## config.mk

```make
export PLATFORM = sky130hd
export DESIGN_NAME = secuenciador_parametros
export DESIGN_NICKNAME = d
export VERILOG_FILES = /design/src/rtl/secuenciador_parametros.sv
export SDC_FILE = /design/constraint.sdc
export NUM_CORES = 1
export LEC_CHECK = 0
export ABC_AREA = 1
export ABC_CLOCK_PERIOD_IN_PS = 1900
export BUFFER_PORTS_ARGS = -buffer_cell sky130_fd_sc_hd__buf_2
export CAP_MARGIN = 20
export CORE_MARGIN = 2
export CORE_UTILIZATION = 55
export CTS_BUF_LIST = sky130_fd_sc_hd__clkbuf_4 sky130_fd_sc_hd__clkbuf_8
export DETAILED_ROUTE_END_ITERATION = 10
export GPL_TIMING_DRIVEN = 0
export PLACE_DENSITY = 0.83
export SLEW_MARGIN = 25
export SYNTH_ARGS = -nofsm -noshare
export SYNTH_HDL_FRONTEND = slang
export SYNTH_SLANG_ARGS = --single-unit
```

## constraint.sdc

```tcl
create_clock -name clk -period 1.9 [get_ports clk]
set_clock_uncertainty 0.2 [all_clocks]
set_input_delay 0.095 -clock clk [delete_from_list [all_inputs] [get_ports clk]]
set_output_delay 0.095 -clock clk [all_outputs]
set_load 0.03 [all_outputs]
```

## src/rtl/secuenciador_parametros.sv

```systemverilog
// Address sequencer feeding the parameter-enable decoder: walks addresses
// 0..N_PARAM-1 with one write handshake each, then presents the ready code.
module secuenciador_parametros #(
  parameter int unsigned N_PARAM = 9,
  parameter int unsigned TIMEOUT = 255
) (
  input  logic       clk,
  input  logic       rst,
  input  logic       start,
  input  logic       done_wr,
  output logic [3:0] addr,
  output logic       en,
  output logic       wr_req,
  output logic       busy,
  output logic       fin,
  output logic       error
);

  typedef enum logic [2:0] {IDLE, REQ, WAIT, LISTO, ERR} state_t;

  localparam logic [3:0] LAST_ADDR  = 4'(N_PARAM - 1);
  localparam logic [3:0] READY_ADDR = 4'(N_PARAM);
  localparam logic [7:0] TMO_SAT    = 8'(TIMEOUT);
  localparam logic [7:0] TMO_LAST   = 8'(TIMEOUT - 1);

  state_t     state;
  logic [7:0] cnt;

  always_ff @(posedge clk or posedge rst) begin
    if (rst) begin
      state  <= IDLE;
      cnt    <= '0;
      addr   <= '0;
      en     <= 1'b0;
      wr_req <= 1'b0;
      busy   <= 1'b0;
      fin    <= 1'b0;
      error  <= 1'b0;
    end else begin
      case (state)
        IDLE, ERR: begin
          if (start) begin
            state  <= REQ;
            addr   <= '0;
            en     <= 1'b1;
            wr_req <= 1'b1;
            busy   <= 1'b1;
            error  <= 1'b0;
          end
        end
        REQ: begin
          state  <= WAIT;
          wr_req <= 1'b0;
          cnt    <= '0;
        end
        WAIT: begin
          // An acknowledge on the final counted cycle still wins over timeout.
          if (done_wr) begin
            if (addr == LAST_ADDR) begin
              state <= LISTO;
              addr  <= READY_ADDR;
              fin   <= 1'b1;
            end else begin
              state  <= REQ;
              addr   <= addr + 4'd1;
              wr_req <= 1'b1;
            end
          end else if (cnt == TMO_LAST) begin
            state <= ERR;
            addr  <= '0;
            en    <= 1'b0;
            busy  <= 1'b0;
            error <= 1'b1;
          end
          if (cnt != TMO_SAT) cnt <= cnt + 8'd1;
        end
        LISTO: begin
          state <= IDLE;
          addr  <= '0;
          en    <= 1'b0;
          fin   <= 1'b0;
          busy  <= 1'b0;
        end
        default: begin
          state  <= IDLE;
          addr   <= '0;
          en     <= 1'b0;
          wr_req <= 1'b0;
          busy   <= 1'b0;
          fin    <= 1'b0;
        end
      endcase
    end
  end

endmodule
```

* Yosys cells after proc, flatten, opt, wreduce, memory -nomap -nowiden
Cells that the tools add are included.
W data, S select, Z words.
** Operators by class
- Add/subtract/negate cells :: 2
- Equal/unequal tests :: 15
- Mux-type cells :: 26
- Bitwise operators :: 3
- Reductions and logical operators :: 12
** Operators by type and width (number)
- $mux W4 :: 4
- $pmux W8 S2 :: 1
- $ne A2 B2 Y1 const B :: 7
- $pmux W4 S3 :: 1
- $reduce_and A4 Y1 :: 3
- $mux W1 :: 10
- $mux W3 :: 3
- $pmux W3 S3 :: 1
- $add A8 B1 Y8 const B :: 1
- $eq A8 B8 Y1 const B :: 1
- $mux W8 :: 1
- $ne A8 B8 Y1 const B :: 1
- $eq A3 B2 Y1 const B :: 2
- $pmux W1 S3 :: 2
- $reduce_and A3 Y1 :: 2
- $add A4 B1 Y4 const B :: 1
- $eq A4 B4 Y1 const B :: 1
- $pmux W1 S2 :: 2
- $reduce_and A2 Y1 :: 2
- $reduce_bool A2 Y1 :: 2
- $eq A3 B1 Y1 const B :: 1
- $eq A3 B3 Y1 const B :: 1
- $logic_not A3 Y1 :: 1
- $ne A3 B3 Y1 const B :: 1
- 4 further kinds :: 6
** Storage, ports and cells
- Register bits :: 19
- Output and inout bits :: 9

* Longest topological paths before layout
Gate-level depths: netlist of run 1.
- Word-level depth :: 4
- Gate-level depth with buffers :: 9
- Depth with buffers taken out :: 9

* Worst setup path before layout of run 1
Ideal clock, no wire load.
- Path type :: register -> register
- Start :: reg addr[0]
- End :: reg wr_req
- Data arrival time :: 1.251 ns
- Data required time :: 1.579 ns
- Setup slack :: 0.328 ns
- Cell stages (with the launch flop) :: 9
- Buffers on the path :: 0
- Path through :: dfrtp_1 -> inv_1 -> ha_1 -> nand3_1 -> nand2_1 -> nand2_1 -> nand3_1 -> nand2_1 -> o21ai_1
** Between the ends
- Cells in the longest elaborated chain, start to end :: 3
** RTL lines
- from (decl) :: RTL line 11 : output logic [3:0] addr,
- from (signal assigned) :: RTL line 65 : addr <= addr + 4'd1;
- $eq A4 B4 Y1 :: RTL line 59 : if (addr == LAST_ADDR) begin
- $ne A2 B2 Y1 (no line)
- $reduce_and A4 Y1 (no line)
- to (signal assigned) :: RTL line 53 : wr_req <= 1'b0;
- to (signal assigned) :: RTL line 66 : wr_req <= 1'b1;
- to (signal assigned) :: RTL line 88 : wr_req <= 1'b0;
- to (decl) :: RTL line 13 : output logic wr_req,
No other way between the ends.
A chain may end at the register's enable or synchronous reset.

* Final worst setup path of run 1
- Start :: reg cnt[0]
- End :: reg cnt[3]
** Between the ends
- Cells in the longest elaborated chain, start to end :: 3
** RTL lines
- from (decl) :: RTL line 27 : logic [7:0] cnt;
- from (signal assigned) :: RTL line 75 : if (cnt != TMO_SAT) cnt <= cnt + 8'd1;
- $add A8 B1 Y8 / $ne A8 B8 Y1 (equally long branches) :: RTL line 75
- $mux W8 / $ne A2 B2 Y1 (equally long branches)
- $pmux W8 S2 / $reduce_and A2 Y1 (equally long branches)
Several ways; a longest one is shown, not always the timed one. The select of a mux whose other input is x is not followed.

==> flow_summary.yaml, run 1 <==
run_status:
  status: "finished, final reports clean"
setup_path:
  crit_chain: "ha_1 -> inv_1 -> nor2_4 -> nand2_4 -> nand2_2 -> nand2_2 -> nand2_1 -> nand2_1"
  reg2reg_setup_slack_ps: 320
  ff2ff_path_depth: 8
  cpPeakStageDelay_ps: 430
  path_class: "flop to flop"
  worst-path-stages: 8
  crit_slowest_cell: "dfrtp_1"
  worst_r2r_endpoint: "cnt[3]"
  worst-path-buf-inv: 1
  cp.arrival_ps: 1580
  path_max_fanout: 5
  worstSetupStartpointType: "flop"
  cp_top_family: "simple AND/OR/NAND/NOR gates"
  endpoint_kind: "flop"
  reg2reg_from: "cnt[0]"
  critPathRequiredTime_ps: 1900
power:
  powerDensity_mw_per_mm2: 1274
  p_leak_uw: 0.0006801
  p_int_uw: 870.4
  pwr-share-seq_pct: 36.1
  clkPwrFrac_pct: 13.0
  pwr-share-comb_pct: 50.9
  peakVddDrop_uv: 964.6
  p_sw_uw: 799.6
  p_sw_share_pct: 47.88
global_routing:
  grt_pass1_vias: 1026
  antenna_found_initial: 0
  grt_pass1_wl_mm: 4.160
  grt_max_degree: 20
  gr-total-overflow: 0
  track_usage_pct: 21.90
routing:
  drt_iter0_markers: 27
  ant_nets: 0
  vias_per_cell: 5.203
  drt-total-wl_mm: 2.354
  wl_per_cell_um: 11.95
  vias: 1025
  drc: 0
  drtPass1Iterations: 4
synth:
  syn-num-nets: 159
  synthCells: 151
  ys_ff_latch: 19
  yosys_warnings: 0
  syn_area_mm2: 0.001157
  synth_cell_types: 23
  yosysSeqAreaShare_pct: 41.08
  avgSynthCellArea_um2: 7.665
cts:
  clk_pin_slew_ps: 100
  holdBufCountCts: 3
  cts_buffers: 3
  cts_resized: 0
  cts.sinks: 19
  h-tree-depth: 1
  clockBufferDepth: 2
  root_buffer: "clkbuf_4"
  post_cts_buffers: 0
  clk_latency_ps: 290
  tritoncts: "yes"
final_layout:
  final_common_cell: "nand2_1"
  design_area_mm2: 0.001311
  diodes: 0
  nNetsFinal: 179
  multi_input_area_um2: 578.1
  layout.cells.non_filler: 197
  regArea_um2: 475.5
  area_growth_pct: 13.30
  fillers: 167
  mostFrequentLayoutCells: "nand2_1, inv_1, dfrtp_1, nand3_1, nor2_1"
  layout-drive-gt1-share_pct: 20.00
timing:
  fin_crit_sh_pct: 83.09
  rsz0062_at_grt: "false"
  slew_headroom_pct: 50.82
  max_freq_mhz: 633.4
  period_minus_slack_ps: 1579
  setup_viol_count_final: 0
  finalSetupTns_ps: 0
  hold_viol_final: 0
  slew_violations: 0
  worst_pin_slew_ps: 736.9
place:
  place_inst: 190
  place.gp.congestion: 0.8536
  io_buffers: 12
  hpwl_mm: 1.781
  place_area_mm2: 0.001251
floorplan:
  dieHeight_um: 49.87
  die_x_um: 49.87
  rows: 16
  io_pins: 13
  fp.coreArea_mm2: 0.001982
  die_area_mm2: 0.002487
  start_util_pct: 58.40
hold_path:
  hp-class: "input port to async pin"
job:
  drv_cap: 0
-- how the worst max path moves through the flow --
stage | startpoint | to
after floorplan | addr[0] | wr_req
after global placement | cnt[0] | cnt[3]
after detailed placement | cnt[0] | cnt[3]
after CTS | cnt[0] | cnt[7]
after global routing | cnt[0] | cnt[7]
final | cnt[0] | cnt[3]
-- registers in the layout, summed over array words and instances (netlist names) --
| signal | count |
|---|---|
| addr | 4 |
| busy | 1 |
| cnt | 8 |
| error | 1 |
| fin | 1 |
| state | 3 |
| wr_req | 1 |
-- cells in the mapped netlist (all sizes together) --
| library cell | count | area, um2 |
|---|---|---|
| xor2 | 2 | 17.52 |
| o21ai | 9 | 52.55 |
| ha | 4 | 50.05 |
| buf | 1 | 7.510 |
| dfrtp | 19 | 475.5 |
| inv | 25 | 96.34 |
| nand2 | 49 | 209.0 |
| o22ai | 2 | 12.51 |
| xnor2 | 2 | 17.52 |
| a21oi | 4 | 31.28 |
| nand4 | 3 | 18.77 |
| nor2 | 15 | 71.32 |
| nand3 | 16 | 97.60 |
-- layout make-up --
cell class,instances,share of cell area (%)
multi-input combinational,106,44.08
sequential,19,36.26
inverter,25,7.347
timing repair buffer,15,6.870
tap,27,2.576
clock buffer,4,2.290
buffer,1,0.5725
-- power by group through the flow --
stage | Clock [uW] | Combinational (uW) | Sequential (uW)
after global placement | 0 | 810 | 605
after global routing | 238 | 956 | 620
final | 217 | 850 | 603
after floorplan | 0 | 559 | 693
after detailed placement | 0 | 839 | 612
after CTS | 226 | 850 | 604
-- routing by layer --
| metal | share of wire, % | track usage (%) |
|---|---|---|
| met3 | 3.2 | 3.939 |
| met1 | 41 | 24.71 |
| met2 | 55 | 40.67 |
| met5 | 0 | 0 |
| met4 | 0.98 | 7.870 |
-- kinds of logic (layout without fill, tap and decap cells) --
family / count (synthesis) / in the layout / share of synthesized area [%]
AOI/OAI and AO/OA: 15 / 15 / 8.324
xor gates and xnor gates: 4 / 4 / 3.028
adders and majority gates: 4 / 4 / 4.324
buffers and inverters: 26 / 45 / 8.973
DFF: 19 / 19 / 41.08
and+or+nand+nor: 83 / 83 / 34.27
-- worst reg2reg max path, delay by kind of cell, from the launching register on --
family        cells  cell delay (ps)
fa+ha+maj         1              210
buf+inv           1               90
flops             1              430
simple gates      6              550
-- metrics by stage --
| step | utilization, % | hold slack, ps | setup slack [ps] | total power, uW |
|---|---|---|---|---|
| global placement | 63.13 | 40.57 | 351.4 | 1415 |
| detailed placement | 63.13 | 62.74 | 330.3 | 1451 |
| finish | 66.16 | 257.8 | 321.3 | 1670 |
| floorplan | - | -153.9 | 328.1 | 1252 |
| CTS | 66.16 | 267.4 | 308.7 | 1679 |
| global route | 66.16 | 324.5 | 179.2 | 1815 |
(Power assumes the default switching activity.)
==> inputs of run 2 (changes only) <==
--- a/config.mk
+++ b/config.mk
@@ -6,7 +6,7 @@
 export NUM_CORES = 1
 export LEC_CHECK = 0
 export ABC_AREA = 1
-export ABC_CLOCK_PERIOD_IN_PS = 1900
+export ABC_CLOCK_PERIOD_IN_PS = 1550
 export BUFFER_PORTS_ARGS = -buffer_cell sky130_fd_sc_hd__buf_2
 export CAP_MARGIN = 20
 export CORE_MARGIN = 2
==> constraint.sdc (replaced) <==
create_clock -name clk -period 1.55 [get_ports clk]
set_clock_uncertainty 0.2 [all_clocks]
set_input_delay 0.0775 -clock clk [delete_from_list [all_inputs] [get_ports clk]]
set_output_delay 0.0775 -clock clk [all_outputs]
set_load 0.03 [all_outputs]
==> run 2 against run 1 <==
Net effect: first-iteration DRC count shrank 33%; flip-flop and latch count is the same; total power grew 33%; non-clock buffer count grew 6; global-route usage is essentially flat; worst setup slack lost 260 ps; worst hold slack gained 9.6 ps; routed wire length grew 2.8%; clock power grew 23%; fmax grew 6.0%.
==> flow_summary.yaml, run 2 (synthesis results as in run 1) <==
floorplan:
  die_x_um: 49.87
  io_pins: 13
  start_util_pct: 58.40
  fp.coreArea_mm2: 0.001982
  rows: 16
  dieHeight_um: 49.87
  die_area_mm2: 0.002487
global_routing:
  gr-total-overflow: 0
  antenna_found_initial: 0
  track_usage_pct: 21.92
  grt_max_degree: 20
  grt_pass1_wl_mm: 4.133
  grt_pass1_vias: 965
final_layout:
  top_register: "cnt"
  area_growth_pct: 20.97
  largest_register_ff_count: 8
  final_common_cell: "nand2_1"
  layout-drive-gt1-share_pct: 28.98
  diodes: 0
  nNetsFinal: 185
  mostFrequentLayoutCells: "nand2_1, inv_1, dfrtp_1, nand3_1, buf_2"
  fillers: 144
  reg_top3: "cnt (8), addr (4), state (3)"
power:
  peakVddDrop_uv: 1355
  p_leak_uw: 0.0007125
  powerDensity_mw_per_mm2: 1585
  finalPower_uw: 2219
timing:
  max_freq_mhz: 671.3
  rsz0062_at_grt: "true"
  hold_viol_final: 0
  fin_crit_sh_pct: 96.10
  slew_headroom_pct: 52.80
  worst_pin_slew_ps: 707.2
  period_minus_slack_ps: 1490
  slew_violations: 0
  fin_ws_ps: 60.40
  setup_viol_count_final: 0
job:
  drv_cap: 0
cts:
  clk_latency_ps: 290
  cts_buffers: 3
  clk_pin_slew_ps: 110
  h-tree-depth: 1
  tritoncts: "yes"
  root_buffer: "clkbuf_4"
  cts.sinks: 19
  clockBufferDepth: 2
setup_path:
  crit_chain: "inv_1 -> nand3_4 -> nor2_1 -> nand2_4 -> nand2_4 -> nand2_1 -> o21ai_1"
  critPathRequiredTime_ps: 1570
  cp_top_family: "simple AND/OR/NAND/NOR gates"
  crit_slowest_cell: "dfrtp_1"
  path_class: "flop to flop"
  cpPeakStageDelay_ps: 420
  worstSetupStartpointType: "flop"
  cpMostUsedCell: "nand2_4"
  path_max_fanout: 4
  cp.arrival_ps: 1510
  worst-path-buf-inv: 1
  endpoint_kind: "flop"
routing:
  drc: 0
  vias_per_cell: 5.000
  vias: 1015
  drtPass1Iterations: 4
  drt_iter0_markers: 18
  ant_nets: 0
  drt-total-wl_mm: 2.419
  wl_per_cell_um: 11.92
place:
  dpl_worst_slack_ps: -42.44
  io_buffers: 12
  place.gp.congestion: 0.8658
  hpwl_mm: 1.643
run_status:
  status: "finished, final reports clean"
hold_path:
  hp-class: "input port to async pin"
## run 2: cell types whose count changed in the layout (fill, tap and decap cells not counted), sizes merged
cell  before  now
buf       13   19
## run 2: worst min-delay path, cell delays in order
cell	delay, ps
dlygate4sd3_1	550
buf_2	130
inv_1	510
## run 2: area by class of cell
| class | instances | area (um2) | area share [%] |
|---|---|---|---|
| clock buffer | 4 | 30.03 | 2.145 |
| buffer | 1 | 7.507 | 0.5362 |
| inverter | 25 | 101.3 | 7.239 |
| multi-input combinational | 106 | 615.6 | 43.97 |
| tap | 27 | 33.78 | 2.413 |
| timing repair buffer | 21 | 135.1 | 9.652 |
| sequential | 19 | 476.7 | 34.05 |
## run 2: power breakdown
group | total, uW | switching, uW | internal, uW | leakage [uW]
clock network | 267 | 149 | 118 | 0.0000184
logic | 1210 | 780 | 428 | 0.000442
registers | 744 | 125 | 619 | 0.000252
total | 2220 | 1050 | 1170 | 0.000713
## run 2: per-stage QoR
stage | util, % | std cells | setup TNS [ps] | hold slack [ps] | area (um2)
after floorplan | - | 151 | 0 | -171.4 | 1159
after global placement | 63.19 | 190 | 0 | 23.38 | 1252
after detailed placement | 63.19 | 190 | -116.0 | 26.83 | 1252
after CTS | 67.11 | 199 | 0 | 248.3 | 1330
after global routing | 70.64 | 203 | -153.2 | 334.0 | 1400
final | 70.64 | 203 | 0 | 267.4 | 1400
## run 2: metal layers
| metal | global-route usage, % | vias up | wire (um) |
|---|---|---|---|
| met3 | 3.636 | 8 | 68 |
| met4 | 9.259 | 0 | 55 |
| met1 | 26.12 | 468 | 1047 |
| li1 | - | 521 | - |
| met2 | 38.67 | 18 | 1248 |
| met5 | 0 | - | 0 |
## run 2: path summary, 6_finish.rpt
path / slack [ps] / start / cells past startpoint / to
worst max-delay path: 60 / state[2] / 7 / addr[2]
worst min-delay path: 270 / rst / 3 / error
worst max register to register: 60 / state[2] / 7 / addr[2]
worst min register to register: 300 / busy / 2 / busy
max in group asynchronous: 390 / rst / 3 / addr[0]
min in group clk: 300 / busy / 2 / busy
## run 2: repair_timing
item                                   CTS  global route
pin swaps                                2             5
buffers inserted                         2             4
gates cloned                             0             0
setup endpoints to repair                7            17
gates resized for setup                  1            14
hold buffers                             3             0
endpoints found under the hold margin   28             0
==> inputs of run 3 (changes only) <==
--- a/config.mk
+++ b/config.mk
@@ -7,12 +7,12 @@
 export LEC_CHECK = 0
 export ABC_AREA = 1
 export ABC_CLOCK_PERIOD_IN_PS = 1550
-export BUFFER_PORTS_ARGS = -buffer_cell sky130_fd_sc_hd__buf_2
 export CAP_MARGIN = 20
 export CORE_MARGIN = 2
-export CORE_UTILIZATION = 55
+export CORE_UTILIZATION = 60
 export CTS_BUF_LIST = sky130_fd_sc_hd__clkbuf_4 sky130_fd_sc_hd__clkbuf_8
 export DETAILED_ROUTE_END_ITERATION = 10
+export DONT_BUFFER_PORTS = 1
 export GPL_TIMING_DRIVEN = 0
 export PLACE_DENSITY = 0.83
 export SLEW_MARGIN = 25
==> run 3 against run 2 <==
Net effect: final cell count fell by 7.9%; worst setup slack got worse by 36 ps; critical path depth is the same; sequential power grew 18%; global-route usage up 1.9 points; critical endpoint is now cnt[7]; highest routed layer unchanged.
==> flow_summary.yaml, run 3 (synthesis results as in run 1) <==
run_status:
  status: "finished, final reports clean"
final_layout:
  diodes: 0
  largest_register_ff_count: 8
  reg_top3: "cnt (8), addr (4), state (3)"
  layout-drive-gt1-share_pct: 23.46
  fillers: 144
  top_register: "cnt"
  nNetsFinal: 171
  area_growth_pct: 15.14
  mostFrequentLayoutCells: "nand2_1, inv_1, dfrtp_1, nand3_1, nor2_1"
  final_common_cell: "nand2_1"
timing:
  slew_headroom_pct: 50.88
  hold_ws_ps: 144.1
  rsz0062_at_grt: "true"
  fin_crit_sh_pct: 98.43
  hold_viol_final: 0
  setup_viol_count_final: 0
  worst_pin_slew_ps: 736.0
  period_minus_slack_ps: 1526
  slew_violations: 0
  finalSetupTns_ps: 0
  max_freq_mhz: 655.4
floorplan:
  die_x_um: 47.92
  die_area_mm2: 0.002296
  rows: 15
  io_pins: 13
  start_util_pct: 65.60
  dieHeight_um: 47.92
  fp.coreArea_mm2: 0.001764
setup_path:
  crit_chain: "ha_2 -> inv_2 -> nor2_4 -> nand2_4 -> a21oi_4 -> nand2_1 -> o21ai_1"
  cpPeakStageDelay_ps: 400
  crit_slowest_cell: "dfrtp_1"
  path_max_fanout: 5
  path_class: "flop to flop"
  worst-path-buf-inv: 1
  worstSetupStartpointType: "flop"
  cp.arrival_ps: 1560
  cp_top_family: "flip-flops"
  endpoint_kind: "flop"
  critPathRequiredTime_ps: 1580
cts:
  tritoncts: "yes"
  cts_buffers: 3
  clockBufferDepth: 2
  clk_pin_slew_ps: 110
  root_buffer: "clkbuf_4"
  cts.sinks: 19
  clk_latency_ps: 300
  h-tree-depth: 1
routing:
  drtPass1Iterations: 4
  ant_nets: 0
  vias_per_cell: 5.369
  drc: 0
  drt-total-wl_mm: 2.409
  wl_per_cell_um: 12.88
  drt_iter0_markers: 16
  vias: 1004
global_routing:
  gr-total-overflow: 0
  grt_pass1_wl_mm: 3.829
  antenna_found_initial: 0
  grt_pass1_vias: 983
  grt_max_degree: 20
  track_usage_pct: 23.80
power:
  p_leak_uw: 0.0006458
  peakVddDrop_uv: 1026
  powerDensity_mw_per_mm2: 1613
  finalPower_uw: 2150
hold_path:
  hp-class: "input port to async pin"
place:
  hpwl_mm: 1.696
  io_buffers: 0
  place.gp.congestion: 0.8566
job:
  drv_cap: 0
==> run 3: layout make-up <==
type / count / area, um2 / area share, %
Multi-Input combinational cell: 106 / 625.6 / 46.95
Sequential cell: 19 / 479.2 / 35.96
Inverter: 25 / 98.84 / 7.418
Timing Repair Buffer: 7 / 60.06 / 4.507
Tap cell: 25 / 31.28 / 2.347
Clock buffer: 4 / 30.03 / 2.254
Buffer: 1 / 7.507 / 0.5634
==> run 3: worst register-to-register path, stage by stage, from the launching register on <==
cell and delay, ps:
dfrtp_1 400, ha_2 210, inv_2 60, nor2_4 140, nand2_4 90, a21oi_4 210, nand2_1 80, o21ai_1 70
==> run 3: repair_timing <==
item,CTS,global route
pin swaps,3,12
buffers inserted,2,2
setup endpoints to repair,9,18
hold endpoints to repair,30,0
hold buffers,3,0
resized for setup,6,11
==> run 3: routing by layer <==
metal / vias to the layer above / share of wire (%) / global-route usage, %
met3: 4 / 2.1 / 4.151
met5: - / 0 / 0
met1: 489 / 39 / 25.65
met2: 10 / 57 / 45.07
met4: 0 / 1.3 / 9.730
li1: 501 / - / -
==> run 3: metrics by stage <==
step | area (um2) | util, % | cells | worst slack, ps
final | 1333 | 75.53 | 187 | 24.26
after global routing | 1333 | 75.53 | 187 | -56.37
after CTS | 1276 | 72.34 | 185 | 6.616
after detailed placement | 1190 | 67.45 | 176 | -142.7
after global placement | 1190 | 67.45 | 176 | -97.36
after floorplan | 1159 | - | 151 | 14.45
==> run 3: power breakdown <==
group / switching, uW / total [uW] / internal [uW] / leakage (uW)
registers: 262 / 881 / 619 / 0.000249
logic: 631 / 1000 / 370 / 0.000379
clock network: 149 / 267 / 118 / 0.0000184
total: 1040 / 2150 / 1110 / 0.000646
==> run 3: path summary, 6_finish.rpt <==
check,start,endpoint,slack (ps),cells past startpoint
min in group clk,done_wr,addr[2],350,3
setup / recovery,cnt[1],cnt[7],20,7
hold / removal,rst,cnt[2],140,2
max in group asynchronous,rst,addr[1],500,2
setup reg to reg,cnt[1],cnt[7],20,7
hold reg to reg,cnt[7],cnt[7],370,2
